**config.mk**
```make
export PLATFORM = sky130hd
export DESIGN_NAME = ball_move_flat
export DESIGN_NICKNAME = d
export VERILOG_FILES = /design/src/rtl/ball_move_if.sv /design/src/rtl/ball_move.sv /design/src/flat_wrapper.sv
export SDC_FILE = /design/constraint.sdc
export NUM_CORES = 1
export LEC_CHECK = 0
export BUFFER_PORTS_ARGS = -buffer_cell sky130_fd_sc_hd__buf_2
export CAP_MARGIN = 25
export CORE_ASPECT_RATIO = 2
export CORE_MARGIN = 4
export CORE_UTILIZATION = 60
export DETAILED_ROUTE_END_ITERATION = 8
export GPL_TIMING_DRIVEN = 0
export MAX_ROUTING_LAYER = met4
export PLACE_DENSITY = 0.81
export SETUP_SLACK_MARGIN = 0.2
export SYNTH_ARGS = -nofsm -noshare
export SYNTH_HDL_FRONTEND = slang
export SYNTH_SLANG_ARGS = --single-unit
```
**constraint.sdc**
```tcl
create_clock -name clk -period 3.5 [get_ports clk]
set_clock_uncertainty 0.2 [all_clocks]
set_input_delay 0 -clock clk [delete_from_list [all_inputs] [get_ports clk]]
set_output_delay 0 -clock clk [all_outputs]
set_load 0.03 [all_outputs]
```
**src/rtl/ball_move_if.sv**
```systemverilog
// Handshake/bus bundle between the pong controller and the ball engine.
// The scorer drives halt from its win flags.
interface ball_move_if;
  logic       start;
  logic       halt;
  logic [7:0] Lftpaddle;
  logic [7:0] Rgtpaddle;
  logic [7:0] ball_x;
  logic [7:0] ball_y;
  logic       Lftcollision;
  logic       Rgtcollision;

  modport master (
    output start, halt, Lftpaddle, Rgtpaddle,
    input  ball_x, ball_y, Lftcollision, Rgtcollision
  );
  modport slave (
    input  start, halt, Lftpaddle, Rgtpaddle,
    output ball_x, ball_y, Lftcollision, Rgtcollision
  );
endinterface

```
**src/rtl/ball_move.sv**
```systemverilog
// Pong ball engine: steps the ball once per TICK_DIV clocks, bounces it off the
// walls and paddles, and emits a one-clock miss pulse towards the scorer.
module ball_move #(
  parameter int H_MAX      = 160,
  parameter int V_MAX      = 120,
  parameter int PADDLE_LEN = 16,
  parameter int TICK_DIV   = 500000
) (
  input  logic        clk,
  input  logic        reset,
  ball_move_if.slave  bus
);
  localparam int CW = $clog2(TICK_DIV);
  localparam logic [CW-1:0] CNT_LAST = CW'(TICK_DIV - 1);
  localparam logic [7:0] X_C   = 8'(H_MAX / 2);
  localparam logic [7:0] Y_C   = 8'(V_MAX / 2);
  localparam logic [7:0] X_RCK = 8'(H_MAX - 2);
  localparam logic [7:0] X_RIN = 8'(H_MAX - 3);
  localparam logic [7:0] Y_BOT = 8'(V_MAX - 1);
  localparam logic [7:0] Y_BIN = 8'(V_MAX - 2);

  typedef enum logic [1:0] {IDLE, RUN, SCORE, STOP} state_e;

  state_e        state_q, state_d;
  logic [CW-1:0] cnt_q, cnt_d;
  logic [7:0]    x_q, x_d, y_q, y_d;
  logic          dxn_q, dxn_d, dyn_q, dyn_d;  // 1 = moving towards 0
  logic          lcol_q, lcol_d, rcol_q, rcol_d;

  logic       tick, lchk, rchk, lhit, rhit, miss_l, miss_r;
  logic [8:0] y9, lp_hi, rp_hi;
  logic [7:0] y_nxt;
  logic       dyn_nxt;

  // Paddle range compared at 9 bits so P+PADDLE_LEN-1 cannot wrap past 255
  assign y9     = {1'b0, y_q};
  assign lp_hi  = {1'b0, bus.Lftpaddle} + 9'(PADDLE_LEN - 1);
  assign rp_hi  = {1'b0, bus.Rgtpaddle} + 9'(PADDLE_LEN - 1);
  assign lhit   = (y9 >= {1'b0, bus.Lftpaddle}) && (y9 <= lp_hi);
  assign rhit   = (y9 >= {1'b0, bus.Rgtpaddle}) && (y9 <= rp_hi);
  assign tick   = (state_q == RUN) && (cnt_q == CNT_LAST);
  assign lchk   = (x_q == 8'd1) && dxn_q;
  assign rchk   = (x_q == X_RCK) && !dxn_q;
  assign miss_l = tick && lchk && !lhit;
  assign miss_r = tick && rchk && !rhit;

  always_ff @(posedge clk or negedge reset) begin
    if (!reset) begin
      state_q <= IDLE;
      cnt_q   <= '0;
      x_q     <= X_C;
      y_q     <= Y_C;
      dxn_q   <= 1'b0;
      dyn_q   <= 1'b0;
      lcol_q  <= 1'b0;
      rcol_q  <= 1'b0;
    end else begin
      state_q <= state_d;
      cnt_q   <= cnt_d;
      x_q     <= x_d;
      y_q     <= y_d;
      dxn_q   <= dxn_d;
      dyn_q   <= dyn_d;
      lcol_q  <= lcol_d;
      rcol_q  <= rcol_d;
    end
  end

  always_comb begin
    state_d = state_q;
    if (bus.halt) state_d = STOP;
    else begin
      case (state_q)
        IDLE:    if (bus.start) state_d = RUN;
        RUN:     if (miss_l || miss_r) state_d = SCORE;
        SCORE:   state_d = IDLE;
        default: state_d = STOP;
      endcase
    end
  end

  always_comb begin
    y_nxt   = dyn_q ? (y_q - 8'd1) : (y_q + 8'd1);
    dyn_nxt = dyn_q;
    if ((y_q == 8'd0) && dyn_q) begin
      y_nxt   = 8'd1;
      dyn_nxt = 1'b0;
    end else if ((y_q == Y_BOT) && !dyn_q) begin
      y_nxt   = Y_BIN;
      dyn_nxt = 1'b1;
    end
  end

  always_comb begin
    cnt_d  = cnt_q;
    x_d    = x_q;
    y_d    = y_q;
    dxn_d  = dxn_q;
    dyn_d  = dyn_q;
    lcol_d = 1'b0;
    rcol_d = 1'b0;
    // halt freezes everything, including a coincident move tick or miss
    if (!bus.halt) begin
      case (state_q)
        IDLE: begin
          cnt_d = '0;
          x_d   = X_C;
          y_d   = Y_C;
        end
        RUN: begin
          cnt_d = tick ? '0 : cnt_q + CW'(1);
          if (miss_l || miss_r) begin
            x_d    = X_C;
            y_d    = Y_C;
            dxn_d  = miss_l;
            lcol_d = miss_l;
            rcol_d = miss_r;
          end else if (tick) begin
            y_d   = y_nxt;
            dyn_d = dyn_nxt;
            if (lchk) begin
              x_d   = 8'd2;
              dxn_d = 1'b0;
            end else if (rchk) begin
              x_d   = X_RIN;
              dxn_d = 1'b1;
            end else begin
              x_d = dxn_q ? (x_q - 8'd1) : (x_q + 8'd1);
            end
          end
        end
        SCORE:   cnt_d = '0;
        default: ;
      endcase
    end
  end

  assign bus.ball_x       = x_q;
  assign bus.ball_y       = y_q;
  assign bus.Lftcollision = lcol_q;
  assign bus.Rgtcollision = rcol_q;
endmodule
```
**src/flat_wrapper.sv**
```systemverilog
// flat-port wrapper written by rule: the top's interface ports become plain ports
module ball_move_flat 
#(
  parameter int H_MAX      = 160,
  parameter int V_MAX      = 120,
  parameter int PADDLE_LEN = 16,
  parameter int TICK_DIV   = 500000
)
  (clk, reset, bus_start, bus_halt, bus_Lftpaddle, bus_Rgtpaddle, bus_ball_x, bus_ball_y, bus_Lftcollision, bus_Rgtcollision);
  ball_move_if bus_i ();
  input  logic clk;
  input  logic reset;
  input wire logic [$bits(bus_i.start)-1:0] bus_start;
  input wire logic [$bits(bus_i.halt)-1:0] bus_halt;
  input wire logic [$bits(bus_i.Lftpaddle)-1:0] bus_Lftpaddle;
  input wire logic [$bits(bus_i.Rgtpaddle)-1:0] bus_Rgtpaddle;
  output wire logic [$bits(bus_i.ball_x)-1:0] bus_ball_x;
  output wire logic [$bits(bus_i.ball_y)-1:0] bus_ball_y;
  output wire logic [$bits(bus_i.Lftcollision)-1:0] bus_Lftcollision;
  output wire logic [$bits(bus_i.Rgtcollision)-1:0] bus_Rgtcollision;
  assign bus_i.start = bus_start;
  assign bus_i.halt = bus_halt;
  assign bus_i.Lftpaddle = bus_Lftpaddle;
  assign bus_i.Rgtpaddle = bus_Rgtpaddle;
  assign bus_ball_x = bus_i.ball_x;
  assign bus_ball_y = bus_i.ball_y;
  assign bus_Lftcollision = bus_i.Lftcollision;
  assign bus_Rgtcollision = bus_i.Rgtcollision;
  ball_move #(.H_MAX(H_MAX), .V_MAX(V_MAX), .PADDLE_LEN(PADDLE_LEN), .TICK_DIV(TICK_DIV)) u_core (.clk(clk), .reset(reset), .bus(bus_i));
endmodule
```
Yosys cells after proc, flatten, opt, wreduce, memory -nomap -nowiden. Cells that the tools add are included.

Add/subtract/negate cells: 7. $lt $le $gt $ge: 4. Eq/ne operators: 9. Mux-type cells: 30. Bitwise operators: 2. Reduce and logical (&&, ||, !) cells: 29.

Operators by type and width (count): 2-to-1 mux 8 bit (10); one-hot mux 19 bit (2 select lines) (1); one-hot mux 8 bit (2 select lines) (2); adder 19 x 1 -> 19 bit (second input constant) (1); equality test 19 bit (second input constant) (1); 2-to-1 mux 19 bit (1); adder 8 x 4 -> 9 bit (second input constant) (2); <= comparator 8 x 9 -> 1 bit (2); adder 8 x 1 -> 8 bit (second input constant) (2); greater-or-equal comparator 8 bit (2); subtractor 8 x 1 -> 8 bit (second input constant) (2); 2-to-1 mux 1 bit (12); logical AND 1 bit (11); equality test 8 x 1 -> 1 bit (second input constant) (1); equality test 8 x 7 -> 1 bit (second input constant) (1); equality test 8 bit (second input constant) (1); zero test 8 bit (1); nonzero test 2 bit (4); 2-to-1 mux 2 bit (3); inequality test 3 bit (second input constant) (2); one-hot mux 2 bit (3 select lines) (1); AND reduction 5 bit (1); zero test 1 bit (4); AND reduction 2 bit (2); 10 further kinds (11).

Register bits after elaboration: 41. Input port bits: 20. Output and inout bits: 18. Word-level logic and storage cells: 89.

Depth between registers and ports, before layout.
Depth in word-level cells: 9. Mapped depth: 14. Gate-level depth less buffers: 13.

Least setup slack after synthesis. OpenSTA, ideal clock, no wires.

Kind: register -> register. Start: reg u_core.cnt_q[7]. End: reg u_core.y_q[4] (netlist: u_core.bus.ball_y[4]). Library setup time: 0.076 ns. Arrival time: 2.507 ns. Required time: 3.224 ns. Slack: 0.717 ns. Cell stages (with the launch flop): 9. Buffers on the path: 1. Period minus slack after synthesis: 2.783 ns. Cells stage by stage: dfrtp_1 or4b_1 or4_1 or4_1 a21o_1 o311a_4 and2_4 buf_6 a31oi_2.

Cells in the longest elaborated chain, start to end: 7. Elaborated cells on any way between the ends: 11. Those cells by class: eq/ne (2); mux (2); reduce/logical (7).

Ends and longest elaborated chain: from (decl) (line ball_move.sv:25) `logic [CW-1:0] cnt_q, cnt_d;`; from (signal assigned) (line ball_move.sv:59) `cnt_q <= cnt_d;`; equality test 19 bit * (line ball_move.sv:41) `assign tick = (state_q == RUN) && (cnt_q == CNT_LAST);`; logical AND 1 bit * (line ball_move.sv:41); logical AND 1 bit, on equally long branches (2 in a row) (line ball_move.sv:44, ball_move.sv:45); logical OR 1 bit (line ball_move.sv:112) `if (miss_l || miss_r) begin`; inequality test 3 x 2 -> 1 bit (no line) or 2-to-1 mux 8 bit (tied branches); AND reduction 3 bit (no line) or one-hot mux 8 bit (2 select lines) (tied branches); to (signal assigned) (line ball_move.sv:61) `y_q <= y_d;`; to (decl) (line ball_move.sv:26) `logic [7:0] x_q, x_d, y_q, y_d;`.

Mark *: on every way between the ends. The rest lies on a longest branch, timed or not. A chain may end at the register's enable or synchronous reset.

Final worst setup path.
Start: reg u_core.cnt_q[0]. End: reg u_core.y_q[1] (netlist: u_core.bus.ball_y[1]).

The elaborated chain is that of the path after synthesis.

==> flow_summary.ini <==
[timing]
slew_headroom_pct = 34.87
max_freq_mhz = 328.4
fin_crit_ns = 3.045
setup_viol = 0
rsz0062_at_grt = no
tightest_slew_ns = 0.9681
hold_viol_final = 0
fin_tns_setup_ns = 0
maxSlewViolCount = 0
hold_slack_ns = 0.1760
min_period_over_period_pct = 87.00

[critical_path]
reg2regPathDepth = 10
crit_type = reg2reg
crit_path_end_kind = flop
arrival_ns = 3.05
endpoint = u_core.bus.ball_y[1]
startpoint = u_core.cnt_q[0]
start_kind = flop
r2r_end = u_core.bus.ball_y[1]
regToRegSetupSlack_ns = 0.46
worstPathMaxFanout = 10
cp.required_ns = 3.51
rr_startpoint = u_core.cnt_q[0]

[clock_network]
cts_root_buffer = clkbuf_16
htree_levels = 2
cts_tree = yes
cts_buffers = 5
clkTransAtPathRegs_ns = 0.06
clock_latency_ns = 0.29
cts_sinks = 41
cts_buffer_depth = 2
cts_setup_buffers = 0

[synth]
synth_edf_count = 0
synth.net_count = 503
ys_seq_area_share_pct = 28.01
ys_types = 59
synth-main-ff-cell = dfrtp_1
synth_seq_cells = 41
post_synth_inst_count = 433
yosysWarnings = 0
syn_area_per_cell_sq_um = 8.521
synthArstFlopShare_pct = 100.0
syn_area_sq_mm = 0.003690

[floorplanning]
fp.coreArea_sq_mm = 0.006006
io_pins = 38
die_x_microns = 63.45
start_util_pct = 61.44
dieArea_sq_mm = 0.007544
num_rows = 40
die_y_microns = 118.9

[global_routing]
grt_pass1_vias = 3442
grt_overflow = 0
antenna_found_initial = 0
grt_pass1_wl_microns = 15750
grt_use_total_pct = 26.83
grt_max_degree = 42

[cells_and_area]
final_cell_mix = ha_1 (49), buf_2 (38), nand2_1 (37)
layout_commonest_cell = ha_1
finalInstanceArea_sq_mm = 0.004159
syn_to_final_growth_pct = 12.72
finalNetCount = 549
drive_above_1_share_pct = 13.33
num_antenna_cells = 0

[routing]
ant_nets = 0
drtIter0Drc = 160
route.detailed.drc = 0
wl_microns = 9355
viasPerCell = 6.308
first_pass_iters = 4
vias = 3425
drt-wirelength-per-cell_microns = 17.23

[status]
outcome = completed

[pwr]
p_per_area_mw_per_mm2 = 637.2
finalPower_uw = 2650
p_leak_uw = 0.001945
peakVddDrop_v = 0.0004641

[placement]
place_area_sq_mm = 0.003949
hpwl_microns = 7275
portBuffers = 36
gp_congestion = 0.9059

[job]
drv_cap = 0

[hold_path]
hold_path_class = in2async
==> power by group <==
group          switching [uW]  internal [uW]  total (uW)
logic                     758            534        1290
registers                 217            597         815
clock network             188            356         544
==> worst min-delay path by stage <==
stage / slack (ns) / end / cells past startpoint / startpoint
5_1_grt: 0.25 / u_core.cnt_q[5] / 2 / reset
4_1_cts: 0.21 / u_core.cnt_q[3] / 2 / reset
3_3_place_gp: -0.02 / u_core.cnt_q[5] / 1 / reset
3_5_place_dp: -0.02 / u_core.cnt_q[3] / 1 / reset
2_1_floorplan: -0.50 / u_core.bus.Lftcollision / 0 / reset
6_report: 0.18 / u_core.cnt_q[3] / 2 / reset
==> state kept, by name (all words and copies together) (netlist names) <==
register,cells
u_core.bus.Lftcollision,1
u_core.bus.Rgtcollision,1
u_core.bus.ball_x,8
u_core.bus.ball_y,8
u_core.cnt_q,19
u_core.dxn_q,1
u_core.dyn_q,1
u_core.state_q,2
==> routing by layer <==
layer	up-vias	wire length, microns	global-route usage, %
met5	-	0	-
met2	75	5264	50.95
met3	29	259	3.585
li1	1683	-	-
met1	1638	3424	25.15
met4	0	408	14.07
==> worst max-delay path, cell delays in order (launching register included) <==
cell,delay (ns)
dfrtp_1,0.38
ha_1,0.20
and3_1,0.16
clkbuf_1,0.23
nand4_1,0.14
or3_1,0.38
clkbuf_1,0.22
a21oi_2,0.45
buf_2,0.34
nand3_1,0.12
o22ai_1,0.14
==> kinds of logic after synthesis <==
family | Yosys count | share of synthesized area (%)
muxes | 1 | 0.2713
DFF | 41 | 28.01
buffers and inverters | 39 | 4.239
and+or+nand+nor | 169 | 24.58
AOI/OAI and AO/OA | 105 | 19.09
adders and majority gates | 50 | 17.16
xor gates and xnor gates | 28 | 6.646
==> timing repair <==
action | 4_1_cts | 5_1_grt
endpoints found under the setup margin | 1 | 0
gates resized for setup | 1 | 0
hold buffers | 3 | 0
endpoints found under the hold margin | 39 | 0
==> synthesized netlist by cell type, drive strengths merged (2+ instances only) <==
cell | instances | area share, %
a211oi | 3 | 0.61
a21boi | 3 | 0.61
a21o | 11 | 2.2
a21oi | 22 | 3.0
a22oi | 2 | 0.41
a31oi | 9 | 2.4
and2 | 5 | 0.92
and3 | 8 | 1.4
and3b | 3 | 0.71
and4 | 2 | 0.47
buf | 3 | 0.58
clkbuf | 9 | 0.92
dfrtp | 35 | 24
dfstp | 6 | 4.3
ha | 49 | 17
inv | 27 | 2.7
nand2 | 37 | 3.8
nand2b | 5 | 0.85
nand3 | 22 | 3.0
nand3b | 4 | 0.81
nand4 | 13 | 2.2
nand4b | 5 | 1.2
nor2 | 31 | 3.2
nor2b | 2 | 0.34
nor3 | 10 | 1.4
nor4 | 4 | 0.68
nor4b | 3 | 0.71
o211ai | 4 | 0.81
o21ai | 32 | 4.3
o221ai | 2 | 0.64
o22ai | 4 | 0.68
o31ai | 5 | 1.0
or2 | 3 | 0.51
or3 | 5 | 0.85
or4 | 2 | 0.41
xnor2 | 19 | 4.5
xor2 | 9 | 2.1
==> through the flow <==
stage | util [%] | instances | worst slack (ns)
after floorplan | - | 433 | 0.7172
after global placement | 65.75 | 532 | 0.2986
after detailed placement | 65.75 | 532 | 0.2539
after CTS | 69.25 | 543 | 0.4329
after global routing | 69.25 | 543 | 0.2668
final | 69.25 | 543 | 0.4551
==> cell type report <==
cell class,instances,area [sq um]
multi-input combinational,353,2504
buffer,12,55.05
clock buffer,6,138.9
timing repair buffer,39,210.2
inverter,27,101.3
fill,482,1847
tap,63,78.83
clock inverter,2,37.54
sequential,41,1033
Power figures use the tool's default switching activity.
